==> config.mk <==
export PLATFORM = sky130hd
export DESIGN_NAME = serial_subtractor
export DESIGN_NICKNAME = d
export VERILOG_FILES = /design/src/rtl/serial_subtractor_pkg.sv /design/src/rtl/serial_subtractor_full_subtractor.sv /design/src/rtl/serial_subtractor.sv
export SDC_FILE = /design/constraint.sdc
export NUM_CORES = 1
export LEC_CHECK = 0
export ABC_AREA = 1
export CAP_MARGIN = 20
export CORE_AREA = 2 2 54 56
export CTS_CLUSTER_SIZE = 14
export DETAILED_ROUTE_END_ITERATION = 10
export DIE_AREA = 0 0 56 58
export PLACE_DENSITY = 0.65
export SKIP_LAST_GASP = 1
export SYNTH_ARGS = -nofsm -noshare
export SYNTH_HDL_FRONTEND = slang
export SYNTH_SLANG_ARGS = --single-unit
==> constraint.sdc <==
create_clock -name clk -period 1.9 [get_ports clk]
set_input_delay 0.38 -clock clk [delete_from_list [all_inputs] [get_ports clk]]
set_output_delay 0.38 -clock clk [all_outputs]
set_load 0.005 [all_outputs]
==> src/rtl/serial_subtractor_pkg.sv <==
// Shared constants for the bit-serial subtractor: FSM encoding and default width.
package sub_pkg;

  localparam logic [1:0] ST_IDLE = 2'd0;
  localparam logic [1:0] ST_RUN  = 2'd1;
  localparam logic [1:0] ST_DONE = 2'd2;

  localparam int SUB_WIDTH_DEF = 4;

  // Bit-counter width; a single bit still covers the two-bit minimum operand.
  function automatic int cnt_w(input int width);
    return (width > 2) ? $clog2(width) : 1;
  endfunction

endpackage

==> src/rtl/serial_subtractor_full_subtractor.sv <==
// One-bit full subtractor: d = ai - bi - br, bo = borrow out of this bit.
module full_subtractor (
  input  logic ai,
  input  logic bi,
  input  logic br,
  output logic d,
  output logic bo
);

  assign d  = ai ^ bi ^ br;
  assign bo = (~ai & bi) | (~(ai ^ bi) & br);

endmodule

==> src/rtl/serial_subtractor.sv <==
// Bit-serial a - b - bin, LSB first, one bit per clock behind a start/busy/done handshake.
// Define SIGNED_OVF_EN to add the two's-complement overflow output ovf.
module serial_subtractor
  import sub_pkg::*;
#(
  parameter int WIDTH = SUB_WIDTH_DEF
) (
  input  logic             clk,
  input  logic             rst_n,
  input  logic             start,
  input  logic [WIDTH-1:0] a,
  input  logic [WIDTH-1:0] b,
  input  logic             bin,
  output logic             busy,
  output logic             done,
  output logic [WIDTH-1:0] diff,
  output logic             borrow_out
`ifdef SIGNED_OVF_EN
  ,
  output logic             ovf
`endif
);

  localparam int CW = cnt_w(WIDTH);
  localparam logic [CW-1:0] LAST = CW'(WIDTH - 1);

  logic [1:0]       state;
  logic [WIDTH-1:0] a_sh;
  logic [WIDTH-1:0] b_sh;
  logic [WIDTH-1:0] res;
  logic             br;
  logic [CW-1:0]    cnt;
  logic             d;
  logic             bo;

`ifdef SIGNED_OVF_EN
  logic a_msb;
  logic b_msb;
`endif

  full_subtractor u_fs (
    .ai (a_sh[0]),
    .bi (b_sh[0]),
    .br (br),
    .d  (d),
    .bo (bo)
  );

  assign busy = (state != ST_IDLE);
  assign done = (state == ST_DONE);

  always_ff @(posedge clk or negedge rst_n) begin
    if (!rst_n) begin
      state      <= ST_IDLE;
      a_sh       <= '0;
      b_sh       <= '0;
      res        <= '0;
      br         <= 1'b0;
      cnt        <= '0;
      diff       <= '0;
      borrow_out <= 1'b0;
`ifdef SIGNED_OVF_EN
      a_msb      <= 1'b0;
      b_msb      <= 1'b0;
      ovf        <= 1'b0;
`endif
    end else begin
      case (state)
        ST_IDLE: begin
          if (start) begin
            a_sh  <= a;
            b_sh  <= b;
            br    <= bin;
            cnt   <= '0;
            state <= ST_RUN;
`ifdef SIGNED_OVF_EN
            a_msb <= a[WIDTH-1];
            b_msb <= b[WIDTH-1];
`endif
          end
        end
        ST_RUN: begin
          a_sh <= a_sh >> 1;
          b_sh <= b_sh >> 1;
          // Result fills from the MSB side so bit 0 lands at the bottom after WIDTH shifts.
          res  <= {d, res[WIDTH-1:1]};
          br   <= bo;
          if (cnt == LAST) begin
            cnt        <= '0;
            diff       <= {d, res[WIDTH-1:1]};
            borrow_out <= bo;
            state      <= ST_DONE;
`ifdef SIGNED_OVF_EN
            ovf        <= (a_msb != b_msb) && (d != a_msb);
`endif
          end else begin
            cnt <= cnt + CW'(1);
          end
        end
        ST_DONE: state <= ST_IDLE;
        default: state <= ST_IDLE;
      endcase
    end
  end

endmodule
==> results of run 1 <==
-- final cells by class --
class	instances	area (sq um)
multi-input combinational	73	372
fill	268	1420
inverter	21	81.3
timing repair buffer	20	195
sequential	21	527
tap	31	38.8
clock buffer	4	26.3
-- cells in the mapped netlist --
library cell,count
o21ai_0,4
o21ai_2,3
inv_2,3
nand2_1,37
nand2_4,2
inv_1,18
nand2_2,2
dfrtp_1,21
nor2_1,3
o21ai_1,5
ha_1,1
buf_2,1
nand3_1,13
buf_6,2
nand4_1,1
fa_1,1
nor2_4,1
-- worst max path at each step --
stage	startpoint	slack, ns	endpoint
after floorplan	b_sh[0]	0.76	res[3]
after detailed placement	state[1]	0.39	done
after global placement	state[1]	0.39	done
after CTS	state[1]	0.03	done
after global routing	state[1]	0.007	done
final	state[1]	0.11	done
-- kinds of logic after synthesis --
| family | share of synthesized area, % |
|---|---|
| AND/OR/NAND/NOR | 26.7 |
| adder cells (fa/ha/maj) | 3.24 |
| flip-flops | 52.4 |
| buffers and inverters | 10.6 |
| AO/OA/AOI/OAI | 7.11 |
-- per-stage QoR --
step	utilization, %	std cells	total power [mW]	setup slack [ns]	hold WS (ns)
global placement	45.4	166	1.66	0.387	0.456
detailed placement	45.4	166	1.68	0.386	0.465
floorplan	-	118	1.41	0.759	0.0844
finish	46.6	170	1.87	0.107	0.420
global route	46.6	170	2.06	0.00721	0.438
CTS	46.4	170	1.89	0.0257	0.427
-- where the power goes --
part	internal (mW)	switching (mW)
logic	0.392	0.501
registers	0.657	0.119
clock network	0.0815	0.125
total	1.13	0.745
-- worst register-to-register path, stage by stage, from the launching register on --
cell     delay (ns)
dfrtp_1        0.43
buf_4          0.19
nand2_2        0.23
nand2_4        0.13
nand3_1        0.10
nand2_1        0.05
-- state kept, by name (all words and copies together), names as in the netlist --
signal      count
a_sh            4
b_sh            4
borrow_out      1
br              1
cnt             2
diff            4
res             3
state           2
-- cell usage in the layout (no fill, tap or decap) --
cell	instances
nand2_1	37
dfrtp_1	20
inv_1	18
clkdlybuf4s50_1	18
nand3_1	13
o21ai_1	5
o21ai_0	4
nor2_1	3
o21ai_2	3
clkbuf_4	3
inv_2	2
nand2_4	2
nand2_2	2
buf_4	2
inv_4	1
nor2_4	1
nand4_1	1
fa_1	1
ha_1	1
clkbuf_1	1
dfrtp_2	1
-- layer usage --
| metal | up-vias | GRT usage (%) | wire, um |
|---|---|---|---|
| met5 | - | 0 | 0 |
| li1 | 405 | - | - |
| met2 | 17 | 17.6 | 747 |
| met3 | 0 | 2.68 | 70 |
| met4 | 0 | 2.04 | 0 |
| met1 | 335 | 17.1 | 924 |
==> results.txt, run 1 <==
Area after DPL: 0.00121 sq mm
Post-DP HPWL: 1280 um
Die height: 58 um
Global route overflow: 0
Actual slew at the worst max-slew pin: 0.386 ns
Post-synthesis sequential area ratio: 52.4%
Unrepaired setup endpoints after global routing: no
Synth area leaders: dfrtp_1 (52%), nand2_1 (14%), inv_1 (6.7%)
Syn Nets: 132
N_diodes: 0
Worst-skew pair later-pin latency: 0.29 ns
Worst setup path category: reg2out
Layout Nets: 154
Max incr delay on CP: 0.51 ns
Routed vias/inst: 4.45
DR pass1 iterations: 4
WP data arrival: 1.41 ns
FF-to-FF setup slack: 0.67 ns
Max-Cap Viols: 0
RR Startpoint: state[0]
Power Density: 1510 mW/mm^2
Layout Skew: 0.00290 ns
CP max FO: 11
Worst Setup End Kind: output pin
Hold Crit Class: in2async
Top cell type by total area after synthesis: dfrtp_1
Max-slew headroom: 74.3%
CP top delay family: buffers and inverters
Routed length per instance: 10.2 um
Mean area per synthesized cell: 8.50 sq um
Startpoint Class: register
Share of the synthesized area in the top cell type: 52.4%
Final setup viols: 0
Die ar.: 0.00325 sq mm
VDD IR-drop max: 0.000664 V
Largest net degree at the start of global routing: 22
Area Overhead vs Synth: 23.6%
Crit share post-route: 94.4%
Reg2reg path depth: 5
Post-CTS Hold Fix Bufs: 0
RR Endpoint: b_sh[1]
Yosys warnings: 0
Slowest CP cell: clkdlybuf4s50_1
Initial antenna violation count: 0
Via count: 757
Clock Tree Buf Depth: 2
Setup TNS: 0 ns
Total track usage: 11.5%
Data required, critical path: 1.52 ns
Final Critical Period: 1.79 ns
Vias in the first global route: 718
CTS clk-pin slew, worst paths: 0.11 ns
Resized cells post-CTS: 0
Final Max Tran Viols: 0
Final instance area: 0.00124 sq mm
Residual DRC count: 0
Core Region: 0.00266 sq mm
Worst path depth: 3
Flops & latches, synth: 21
Fmax: 0.558 GHz
DR iter-0 viols: 17
Total CTS buffers: 3
Post-CTS setup buffer count: 0
H-tree lvl count: 1
Clock sinks: 21
CTS tree: built
Initial Utilization: 37.7%
Synth cell types: 17
Bufs and invs on worst path: 2
Ports: 19
Drt total wl: 1740 um
CTS root buf: clkbuf_4
PortBufs: 18
Cell Rows: 19
Share of cells above drive strength 1: 12.2%
Leakage: 0.641 nW
Crit path cell chain: inv_4, nor2_1, clkdlybuf4s50_1
First-pass GRT wire length: 3020 um
Horiz. Die Dim: 56 um
Mapped Area: 0.00100 sq mm
Syn Inst Count: 118
Endpoints failing hold: 0
Status: complete, no violations
ANT nets after route: 0
Gpl congestion: 0.783
No activity file was read; power rests on OpenSTA's default activity.
==> inputs of run 2 (changes only) <==
Settings changed: DONT_BUFFER_PORTS set to 1, PLACE_DENSITY 0.65 to 0.56, RECOVER_POWER set to 50.
==> run 2 against run 1 <==
Compared with the run above: non-clock buffer count decreased by 19; largest cell class unchanged; sequential power increased by 3.4%; die area unchanged; clock skew increased by 0.00055 ns; fmax increased by 16%; critical endpoint is now a_sh[0].
==> results.txt, run 2 (synthesis gave the netlist of run 1 again) <==
Crit path cell chain: nand2_1, nand2_1, nand3_1, nand2_1
Biggest regs: a_sh x4, b_sh x4, diff x4
PortBufs: 0
Total track usage: 12.2%
DR iter-0 viols: 32
Status: complete, no violations
Total CTS buffers: 3
Vias in the first global route: 682
Post-DP HPWL: 1280 um
FF-to-FF setup slack: 0.36 ns
Data required, critical path: 2.16 ns
Initial Utilization: 37.7%
Hold Crit Class: in2reg
Routed length per instance: 11.8 um
CP max FO: 13
Clock sinks: 21
RR Endpoint: a_sh[0]
CTS tree: built
Final Max Tran Viols: 0
Startpoint Class: register
Max incr delay on CP: 0.60 ns
Worst Setup End Kind: register
Max-Cap Viols: 0
Share of cells above drive strength 1: 7.50%
Final Critical Period: 1.54 ns
Hold path cells: 2
Bufs and invs on worst path: 0
Gpl congestion: 0.760
Slowest CP cell: dfrtp_1
Most common cell after layout, fill and taps aside: nand2_1
Hold path start: b[3]
Reg2reg path depth: 4
Final setup viols: 0
WP data arrival: 1.80 ns
RR Startpoint: state[0]
Residual DRC count: 0
Unrepaired setup endpoints after global routing: no
Max-slew headroom: 36.5%
Worst setup path category: reg2reg
Worst-skew pair later-pin latency: 0.31 ns
Largest net degree at the start of global routing: 22
Routed vias/inst: 4.80
Core Region: 0.00266 sq mm
Endpoints failing hold: 0
Cell Rows: 19
Worst hold slack: 0.187 ns
Clock Tree Buf Depth: 2
Hold endpoint: b_sh[3]
Highest-count cells in the layout ignoring fill and taps: nand2_1 (40), dfrtp_1 (21), inv_1 (19)
CTS root buf: clkbuf_4
CTS clk-pin slew, worst paths: 0.12 ns
Horiz. Die Dim: 56 um
Actual slew at the worst max-slew pin: 0.950 ns
Global route overflow: 0
Crit share post-route: 81.1%
Die height: 58 um
Power Density: 1620 mW/mm^2
Area after DPL: 0.00101 sq mm
Crit-path most repeated cell: nand2_1
DR pass1 iterations: 4
Die ar.: 0.00325 sq mm
Leakage: 0.556 nW
N_diodes: 0
CP top delay family: simple AND/OR/NAND/NOR gates
Area Overhead vs Synth: 1.99%
VDD IR-drop max: 0.000697 V
H-tree lvl count: 1
Setup TNS: 0 ns
Via count: 725
Initial antenna violation count: 0
Final instance area: 0.00102 sq mm
ANT nets after route: 0
Drt total wl: 1780 um
Fmax: 0.649 GHz
First-pass GRT wire length: 3060 um
Ports: 19
Layout Skew: 0.00346 ns
Layout Nets: 135
-- run 2: cell count changes in the layout (fill, tap and decap cells not counted), moves of 2 or more --
cell,delta
clkdlybuf4s50_1,-18
o21ai_0,+5
o21ai_1,-4
nand2_1,+3
buf_4,-2
nand2_4,-2
-- run 2: power breakdown --
| group | switching, mW | total, mW | internal (mW) |
|---|---|---|---|
| registers | 0.147 | 0.802 | 0.655 |
| clock network | 0.141 | 0.220 | 0.0786 |
| logic | 0.401 | 0.632 | 0.230 |
-- run 2: how the worst max path moves through the flow --
| stage | start | end | cells past startpoint |
|---|---|---|---|
| 2_1_floorplan | b_sh[0] | res[3] | 4 |
| 3_3_place_gp | b_sh[0] | res[3] | 4 |
| 3_5_place_dp | b_sh[0] | res[3] | 4 |
| 4_1_cts | state[0] | busy | 2 |
| 5_1_grt | state[0] | borrow_out | 5 |
| 6_report | state[0] | a_sh[0] | 4 |
-- run 2: metrics by stage --
step | setup WS, ns | instances | power [mW] | util [%]
finish | 0.359 | 151 | 1.65 | 38.4
global route | 0.197 | 151 | 1.85 | 38.4
CTS | 0.405 | 151 | 1.75 | 39.5
detailed placement | 0.653 | 146 | 1.51 | 38.1
global placement | 0.697 | 146 | 1.50 | 38.1
floorplan | 0.759 | 118 | 1.41 | -
-- run 2: metal layers --
metal / track usage [%] / wire length, um / vias to the layer above
met2: 19.2 / 842 / 24
li1: - / - / 363
met5: 0 / 0 / -
met3: 5.36 / 122 / 2
met1: 15.5 / 797 / 336
met4: 3.06 / 13 / 0
-- run 2: cell type report --
type | count | area (sq um)
Inverter | 21 | 78.8
Clock inverter | 1 | 5.00
Clock buffer | 3 | 22.5
Sequential cell | 21 | 526
Fill cell | 298 | 1640
Multi-Input combinational cell | 73 | 343
Tap cell | 31 | 38.8
Timing Repair Buffer | 1 | 10.0
-- run 2: what timing repair did --
action	4_1_cts	5_1_grt
hold buffers	1	0
hold endpoints to repair	21	0
resized for setup	0	0
buffers inserted	0	0
